$ cat src/rtl/dcache_pkg.sv
// Shared types and sizing helpers for the direct-mapped data cache.
package dcache_pkg;

  localparam int DATA_W = 32;

  typedef enum logic [1:0] {
    IDLE  = 2'd0,
    FILL  = 2'd1,
    WRITE = 2'd2
  } state_t;

  function automatic int index_w(input int lines);
    return $clog2(lines);
  endfunction

  function automatic int tag_w(input int lines);
    return DATA_W - 2 - $clog2(lines);
  endfunction

endpackage

$ cat src/rtl/dcache_array.sv
// Tag, valid and data storage: one write port, asynchronous read at the same index.
module dcache_array
  import dcache_pkg::*;
#(
  parameter int LINES = 16
) (
  input  logic                      clock,
  input  logic                      reset,
  input  logic [index_w(LINES)-1:0] index,
  input  logic                      we,
  input  logic [tag_w(LINES)-1:0]   wr_tag,
  input  logic [DATA_W-1:0]         wr_data,
  output logic                      rd_valid,
  output logic [tag_w(LINES)-1:0]   rd_tag,
  output logic [DATA_W-1:0]         rd_data
);

  logic [LINES-1:0]         valid;
  logic [tag_w(LINES)-1:0]  tags  [LINES];
  logic [DATA_W-1:0]        data  [LINES];

  // valid bits are the only storage that needs clearing
  always_ff @(posedge clock) begin
    if (reset) begin
      valid <= {LINES{1'b0}};
    end else if (we) begin
      valid[index] <= 1'b1;
    end
  end

  // tag and data payload
  always_ff @(posedge clock) begin
    if (we) begin
      tags[index] <= wr_tag;
      data[index] <= wr_data;
    end
  end

  assign rd_valid = valid[index];
  assign rd_tag   = tags[index];
  assign rd_data  = data[index];

endmodule

$ cat src/rtl/data_cache.sv
// Direct-mapped write-through, no-write-allocate data cache with a blocking handshake.
// Optional hit/miss counters are enabled by defining DCACHE_STATS_EN.
module data_cache
  import dcache_pkg::*;
#(
  parameter int LINES = 16
) (
  input  logic              clock,
  input  logic              reset,
  input  logic [DATA_W-1:0] address,
  input  logic [DATA_W-1:0] writeData,
  input  logic              memReadFlag,
  input  logic              memWriteFlag,
  output logic [DATA_W-1:0] readData,
  output logic              stall,
  output logic              memReq,
  output logic              memWe,
  output logic [DATA_W-1:0] memAddr,
  output logic [DATA_W-1:0] memWdata,
  input  logic [DATA_W-1:0] memRdata,
  input  logic              memAck
`ifdef DCACHE_STATS_EN
  ,
  output logic [DATA_W-1:0] hitCount,
  output logic [DATA_W-1:0] missCount
`endif
);

  localparam int IW = index_w(LINES);
  localparam int TW = tag_w(LINES);

  state_t            state;
  state_t            state_next;
  logic              done;
  logic [IW-1:0]     index;
  logic [TW-1:0]     tag;
  logic              line_valid;
  logic [TW-1:0]     line_tag;
  logic [DATA_W-1:0] line_data;
  logic              hit;
  logic              arr_we;
  logic [DATA_W-1:0] arr_data;
  logic              unused_low;

  assign index      = address[IW+1:2];
  assign tag        = address[DATA_W-1:IW+2];
  assign hit        = line_valid && (line_tag == tag);
  assign unused_low = ^address[1:0];

  dcache_array #(.LINES(LINES)) u_array (
    .clock    (clock),
    .reset    (reset),
    .index    (index),
    .we       (arr_we),
    .wr_tag   (tag),
    .wr_data  (arr_data),
    .rd_valid (line_valid),
    .rd_tag   (line_tag),
    .rd_data  (line_data)
  );

  // next state, stall and array write; 'done' marks the IDLE cycle that retires a held request
  always_comb begin
    state_next = state;
    stall      = 1'b0;
    arr_we     = 1'b0;
    arr_data   = writeData;
    case (state)
      IDLE: begin
        if (done) begin
          state_next = IDLE;
        end else if (memWriteFlag) begin
          stall      = 1'b1;
          state_next = WRITE;
          arr_we     = hit;
        end else if (memReadFlag && !hit) begin
          stall      = 1'b1;
          state_next = FILL;
        end else begin
          state_next = IDLE;
        end
      end
      FILL: begin
        stall    = 1'b1;
        arr_data = memRdata;
        if (memAck) begin
          arr_we     = 1'b1;
          state_next = IDLE;
        end else begin
          state_next = FILL;
        end
      end
      WRITE: begin
        stall = 1'b1;
        if (memAck) begin
          state_next = IDLE;
        end else begin
          state_next = WRITE;
        end
      end
      default: begin
        state_next = IDLE;
      end
    endcase
  end

  // state register and registered backing-memory / load outputs
  always_ff @(posedge clock) begin
    if (reset) begin
      state    <= IDLE;
      done     <= 1'b0;
      readData <= {DATA_W{1'b0}};
      memReq   <= 1'b0;
      memWe    <= 1'b0;
      memAddr  <= {DATA_W{1'b0}};
      memWdata <= {DATA_W{1'b0}};
    end else begin
      state <= state_next;
      done  <= 1'b0;
      case (state)
        IDLE: begin
          if (!done && memWriteFlag) begin
            memReq   <= 1'b1;
            memWe    <= 1'b1;
            memAddr  <= {address[DATA_W-1:2], 2'b00};
            memWdata <= writeData;
          end else if (!done && memReadFlag) begin
            if (hit) begin
              readData <= line_data;
            end else begin
              memReq  <= 1'b1;
              memWe   <= 1'b0;
              memAddr <= {address[DATA_W-1:2], 2'b00};
            end
          end
        end
        FILL: begin
          if (memAck) begin
            memReq   <= 1'b0;
            readData <= memRdata;
            done     <= 1'b1;
          end
        end
        WRITE: begin
          if (memAck) begin
            memReq <= 1'b0;
            memWe  <= 1'b0;
            done   <= 1'b1;
          end
        end
        default: begin
          memReq <= 1'b0;
          memWe  <= 1'b0;
        end
      endcase
    end
  end

`ifdef DCACHE_STATS_EN
  // saturating hit/miss counters, one step per accepted read
  always_ff @(posedge clock) begin
    if (reset) begin
      hitCount  <= {DATA_W{1'b0}};
      missCount <= {DATA_W{1'b0}};
    end else if (state == IDLE && !done && memReadFlag && !memWriteFlag) begin
      if (hit) begin
        if (hitCount != {DATA_W{1'b1}}) hitCount <= hitCount + 32'd1;
      end else begin
        if (missCount != {DATA_W{1'b1}}) missCount <= missCount + 32'd1;
      end
    end
  end
`endif

endmodule

$ cat config.mk
export PLATFORM = sky130hd
export DESIGN_NAME = data_cache
export DESIGN_NICKNAME = d
export VERILOG_FILES = /design/src/rtl/dcache_pkg.sv /design/src/rtl/dcache_array.sv /design/src/rtl/data_cache.sv
export SDC_FILE = /design/constraint.sdc
export NUM_CORES = 1
export LEC_CHECK = 0
export BUFFER_PORTS_ARGS = -buffer_cell sky130_fd_sc_hd__buf_2
export CAP_MARGIN = 20
export CORE_MARGIN = 2
export CORE_UTILIZATION = 35
export CTS_BUF_LIST = sky130_fd_sc_hd__clkbuf_4 sky130_fd_sc_hd__clkbuf_8
export DETAILED_ROUTE_END_ITERATION = 10
export PLACE_DENSITY = 0.53
export SYNTH_ARGS = -nofsm -noshare
export SYNTH_HDL_FRONTEND = slang
export SYNTH_SLANG_ARGS = --single-unit
$ cat constraint.sdc
create_clock -name clock -period 9.5 [get_ports clock]
set_input_delay 1.425 -clock clock [delete_from_list [all_inputs] [get_ports clock]]
set_output_delay 1.425 -clock clock [all_outputs]
set_load 0.02 [all_outputs]
; After elaboration in Yosys (flattened, before gate mapping)
; Memory sizes are Yosys's and may differ from the RTL's.
; Cells that the tools add are included.
[totals]
ram_bits = 928
output_inout_bits = 99
elab_cells = 82
in_bits = 101
mem_count = 2
reg_bits = 117
[classes]
n_bitwise = 3
muxes = 38
magnitude_cmp = 2
eq_ne = 12
n_reduce_logical = 17
[memory_table]
columns = memory, words, word_bits, rd, rd_clocked_by_memory_dff, wr, line
row1 = u_array.data, 16, 32, 1, 0, 1, dcache_array.sv:20  ; logic [DATA_W-1:0] data [LINES];
row2 = u_array.tags, 16, 26, 1, 0, 1, dcache_array.sv:19  ; logic [tag_w(LINES)-1:0] tags [LINES];
[op_table]
columns = operator, n
row1 = 2-to-1 mux 32 bit, 8
row2 = one-hot mux 32 bit (2 select lines), 1
row3 = equality test 26 bit, 1
row4 = 2-to-1 mux 1 bit, 19
row5 = OR 16 bit, 1
row6 = != test 2 bit (second input constant), 5
row7 = 2-to-1 mux 2 bit, 3
row8 = != test 3 bit (second input constant), 2
row9 = one-hot mux 1 bit (2 select lines), 3
row10 = one-hot mux 2 bit (3 select lines), 1
row11 = AND reduction 3 bit, 2
row12 = logical AND 1 bit, 5
row13 = < comparator 4 x 5 -> 1 bit (second input constant), 1
row14 = AND reduction 5 bit, 1
row15 = binary-select mux 1 bit (select 4 bit), 1
row16 = demux 1 bit (select 4 bit), 1
row17 = greater-or-equal comparator 4 x 1 -> 1 bit (second input constant), 1
row18 = != test 2 x 1 -> 1 bit (second input constant), 2
row19 = AND reduction 4 bit, 1
row20 = nonzero test 2 bit, 2
row21 = OR reduction 2 bit, 2
row22 = one-hot mux 1 bit (3 select lines), 1
row23 = equality test 2 x 1 -> 1 bit (second input constant), 1
row24 = equality test 2 bit (second input constant), 1
row25 = other kinds (4), 6

; Depth between registers and ports, before layout
[logic_depth]
ltp_word = 9
depth_mapped = 15
depth_no_buf = 8

; Cells and area by module
; Synthesis repeated with hierarchy kept, for this count alone.
[unflattened]
hier_cells = 2070
area_unflattened_um2 = 40686.5
[by_module_without_submodules]
columns = mod, cells_each, seq_area_each_um2, area_each_um2, instances
row1 = dcache_array, 1505, 28187.0, 35390.2, 1
row2 = data_cache, 565, 1981.9, 5296.3, 1

; Least setup slack after synthesis
; Ideal clock, no wire load.
[synth_path]
path_kind = input port to flip-flop
from = input port address[3]
to = memory u_array.data[0][0] (enable)
path_slack_ns = -0.652
arrival_ns = 9.534
cell_stages = 12
path_buffers = 4
path_cell_list = buf_2 -> buf_6 -> buf_6 -> buf_2 -> mux4_2 -> mux2i_1 -> nor3_1 -> a31oi_1 -> o2111ai_1 -> a2111oi_4 -> a31oi_1 -> nor4_1
[synth_between]
elab_chain_cells = 8
word_cells_on_any_way = 10
classes_between = 1 x eq/ne / 7 x mux / 1 x reduce/logical / 1 x memory
[synth_rtl]
columns = element, line
row1 = "start, declared", data_cache.sv:10  ; input logic [DATA_W-1:0] address,
row2 = memory read (16 x 26 bit) / binary-select mux 1 bit (select 4 bit) (equally long branches), n/a
row3 = equality test 26 bit / 2-to-1 mux 1 bit (equally long branches), "data_cache.sv:47, dcache_array.sv:39"
row4 = logical AND 1 bit, data_cache.sv:47  ; assign hit = line_valid && (line_tag == tag);
row5 = 2-to-1 mux 1 bit, data_cache.sv:72  ; end else if (memWriteFlag) begin
row6 = 2-to-1 mux 1 bit, data_cache.sv:70  ; if (done) begin
row7 = one-hot mux 1 bit (2 select lines), data_cache.sv:68  ; case (state)
row8 = 2-to-1 mux 1 bit, dcache_array.sv:33  ; if (we) begin
row9 = 2-to-1 mux 1 bit (not written as such), dcache_array.sv:35  ; data[index] <= wr_data;
row10 = "end, declared", dcache_array.sv:20
; Parallel ways exist; a longest one is shown, timed or not. The select of a mux whose other input is x is not followed.

; Final worst setup path
[layout_path]
from = input port address[5]
to = output port stall
[layout_between]
elab_chain_cells = 9
word_cells_on_any_way = 11
classes_between = 1 x eq/ne / 6 x mux / 3 x reduce/logical / 1 x memory
[layout_rtl]
columns = element, line
row1 = memory read (16 x 26 bit) / binary-select mux 1 bit (select 4 bit) (equally long branches), n/a
row2 = equality test 26 bit / 2-to-1 mux 1 bit (equally long branches), "data_cache.sv:47, dcache_array.sv:39"
row3 = logical AND 1 bit (*), data_cache.sv:47
row4 = zero test 1 bit (*), data_cache.sv:76  ; end else if (memReadFlag && !hit) begin
row5 = logical AND 1 bit (*), data_cache.sv:76
row6 = 2-to-1 mux 1 bit (*), data_cache.sv:76
row7 = 2-to-1 mux 1 bit (*), data_cache.sv:72
row8 = 2-to-1 mux 1 bit (*), data_cache.sv:70
row9 = one-hot mux 1 bit (2 select lines) (*), data_cache.sv:68
row10 = "end, declared", data_cache.sv:15  ; output logic stall,
; Every way passes the cells marked *; elsewhere a longest branch is shown, timed or not. The select of a mux whose other input is x is not followed.

==> impl_metrics.env <==
export IMPL_synth_top_family_by_area="multiplexers"
export IMPL_fin_crit_sh=0.714
export IMPL_portBuffers=195
export IMPL_yosysTopAreaCell="edfxtp_1"
export IMPL_critPathArrivalTime_ns=5.36
export IMPL_yosys_area_share_simple=0.0408
export IMPL_post_cts_resized=0
export IMPL_final_cells=4245
export IMPL_drt_total_wl_microns=107000
export IMPL_grt_usage=0.175
export IMPL_drt_iter0_drc=2069
export IMPL_cts_tree="yes"
export IMPL_cts_sinks=1043
export IMPL_io_pins=200
export IMPL_hp_class="reg -> reg"
export IMPL_drv_slew=0
export IMPL_worst_pin_slew_ns=1.08
export IMPL_end_kind="output pin"
export IMPL_synth_cell_types=57
export IMPL_finalClockSkew_ns=0.0453
export IMPL_fmax_ghz=0.147
export IMPL_pwr_share_clk=0.407
export IMPL_fp_dieW_microns=348
export IMPL_synth_xor_area_frac=0.00678
export IMPL_area_growth_synth_to_final_pct=16.3
export IMPL_ys_top_cells_by_area="edfxtp_1 67%, mux4_2 13%, dfxtp_1 5.6%"
export IMPL_die_h_microns=348
export IMPL_setup_violations_final=0
export IMPL_async_flop_share=0
export IMPL_final_hold_viol_count=0
export IMPL_synth_edf_count=928
export IMPL_grt_pass1_vias=23500
export IMPL_p_comb_frac=0.068
export IMPL_period_minus_slack_ns=6.79
export IMPL_synth_compound_area_frac=0.0426
export IMPL_clkLatencyLatePin_ns=0.84
export IMPL_layout_common_cells="928 x edfxtp_1, 231 x mux4_2, 191 x buf_2"
export IMPL_clockBufferDepth=3
export IMPL_p_sw_frac=0.231
export IMPL_slowest_stage="clkbuf_8"
export IMPL_cts_htree_levels=4
export IMPL_leakage_nw=16.2
export IMPL_slowest_delay_ns=0.60
export IMPL_grt_pass1_wl_microns=155000
export IMPL_core_area_sq_mm=0.118
export IMPL_die_area_sq_mm=0.121
export IMPL_rrSetupSlack_ns=5.06
export IMPL_vdd_drop_max_uv=134
export IMPL_seq_area_sq_mm=0.0302
export IMPL_r2r_start="u_array.tags[1][24]$_DFFE_PP_"
export IMPL_internal_power_w=0.00742
export IMPL_final_area_sq_mm=0.0480
export IMPL_relSlewSlack=0.281
export IMPL_min_to="memWdata[11]$_SDFFE_PP0P_"
export IMPL_drive_above_1_share=0.311
export IMPL_num_nets_final=2673
export IMPL_status="finished, final reports clean"
export IMPL_viasPerCell=5.26
export IMPL_yosys_area_top_type_share=0.675
export IMPL_final_common_cell="edfxtp_1"
export IMPL_synth_cells=2240
export IMPL_wire_per_inst_microns=25.1
export IMPL_crit_path_start_kind="primary input"
export IMPL_drtPass1Iterations=5
export IMPL_syn_area_per_cell_sq_um=18.4
export IMPL_synth_fa_ha_area_frac=0.00121
export IMPL_clkTransAtPathRegs_ns=0.06
export IMPL_num_fill_cells=10600
export IMPL_cp_common_cell="buf_4"
export IMPL_hold_depth=2
export IMPL_synth_seq_area_share=0.730
export IMPL_p_switching_w=0.00223
export IMPL_crit_type="in -> out"
export IMPL_core_rowCount=126
export IMPL_power_per_cell_area_mw_per_mm2=201
export IMPL_ys_ff_latch=1043
export IMPL_holdBufCountCts=0
export IMPL_cts_buffers=174
export IMPL_multiInputGateArea_sq_mm=0.0105
export IMPL_hold_start="memWdata[11]$_SDFFE_PP0P_"
export IMPL_cts_setup_buffers=0
export IMPL_dpl_instance_area_sq_mm=0.0445
export IMPL_placed_cells=3924
export IMPL_synth_main_ff_cell="edfxtp_1"
export IMPL_initial_utilization=0.351
export IMPL_syn_area_sq_mm=0.0413
export IMPL_synthMuxAreaShare=0.160
export IMPL_grt_ovfl_total=0
export IMPL_cts_root_buf="clkbuf_8"
export IMPL_place_gp_congestion=0.775
export IMPL_drc=0
export IMPL_fin_util=0.409
export IMPL_worstRegToRegCells=11
export IMPL_max_cap_viol_count=0
export IMPL_crit_required_ns=8.08
export IMPL_dp_hpwl_microns=58000
export IMPL_rsz0062_at_grt="false"
export IMPL_ant_nets=0
export IMPL_cp_max_fo=87
export IMPL_seqPwrFrac=0.525
export IMPL_dr_total_vias=22300
export IMPL_yosys_warnings=0
export IMPL_worstPathCellList="clkbuf_8, buf_4, mux4_2, mux2i_1, xnor2_1, nor4_1, nand4_1, a2111oi_4, buf_4, a31oi_4, o21ba_2, buf_2"
export IMPL_grt_max_degree=88
export IMPL_timing_rr_end="u_array.tags[0][13]$_DFFE_PP_"
export IMPL_antenna_found_initial=6
## worst max path at each step
stage | slack (ns) | end | cells past startpoint | startpoint
CTS | 2.62 | stall | 12 | address[5]
detailed placement | 2.59 | u_array.tags[0][13]$_DFFE_PP_ | 12 | address[5]
finish | 2.71 | stall | 12 | address[5]
global route | 2.53 | stall | 12 | address[5]
floorplan | -0.65 | u_array.data[0][0]$_DFFE_PP_ | 12 | address[3]
global placement | 2.66 | stall | 12 | address[5]
## cell families (layout without fill, tap and decap cells)
logic type	count (synthesis)	after routing
DFF	1043	1043
muxes	368	368
and+or+nand+nor	357	357
AOI/OAI and AO/OA	256	256
buffers and inverters	179	645
xor gates and xnor gates	32	32
adders and majority gates	4	4
other	1	4
## worst max-delay path: cells and delay by family
kind,cells,cell delay (ns)
xor+xnor,1,0.09
buf+inv,4,1.52
simple gates,2,0.77
compound gates,3,0.83
mux,2,0.54
## metal layers
layer / track usage / vias to the layer above / part of all wire
li1: - / 9685 / -
met3: 0.0312 / 156 / 0.057
met2: 0.295 / 738 / 0.50
met1: 0.234 / 11800 / 0.43
met4: 0.0468 / 2 / 0.017
met5: 0 / - / 0.00011
## power groups by stage
stage	registers, W	clock network (W)	logic, W
after floorplan	0.00520	0	0.000370
after global placement	0.00516	0	0.000646
after global routing	0.00507	0.00423	0.000709
after CTS	0.00507	0.00405	0.000662
after detailed placement	0.00516	0	0.000660
final	0.00507	0.00393	0.000655
## stage by stage
stage               setup TNS, ns  hold slack (ns)  worst slack, ns  power (W)
global placement                0            0.441             2.66    0.00581
detailed placement              0            0.448             2.59    0.00582
finish                          0            0.457             2.71    0.00965
global route                    0            0.477             2.53     0.0100
floorplan                 -151.38            0.431           -0.652    0.00557
CTS                             0            0.456             2.62    0.00978
## flip-flops by register name, summed over array words and instances, names as in the netlist
| signal | flops |
|---|---|
| memReq | 1 |
| u_array.data | 512 |
| u_array.valid | 16 |
| memAddr | 30 |
| done | 1 |
| readData | 32 |
| memWdata | 32 |
| state | 2 |
| memWe | 1 |
| u_array.tags | 416 |
## synth_stat cells, types with 12 or more instances
| master | count |
|---|---|
| xnor2_1 | 22 |
| nand2b_1 | 68 |
| inv_1 | 38 |
| a31oi_1 | 18 |
| dfxtp_1 | 115 |
| nor2_1 | 69 |
| a21oi_1 | 76 |
| mux2i_1 | 124 |
| clkbuf_1 | 75 |
| edfxtp_1 | 928 |
| mux4_2 | 231 |
| buf_2 | 46 |
| a221o_1 | 32 |
| o21ai_0 | 35 |
| mux2_2 | 12 |
| a22oi_1 | 56 |
| nand2_1 | 147 |
| nor3_1 | 20 |
## final cells by class
type	count	share of cell area
flip-flops and latches	1043	0.628
multi-input cells	1019	0.218
clock buffers	249	0.0633
well taps	1536	0.0400
repair buffers	292	0.0383
clock inverters	66	0.00893
inverters	38	0.00297
diodes	2	0.000104
No activity file was read; power rests on OpenSTA's default activity.
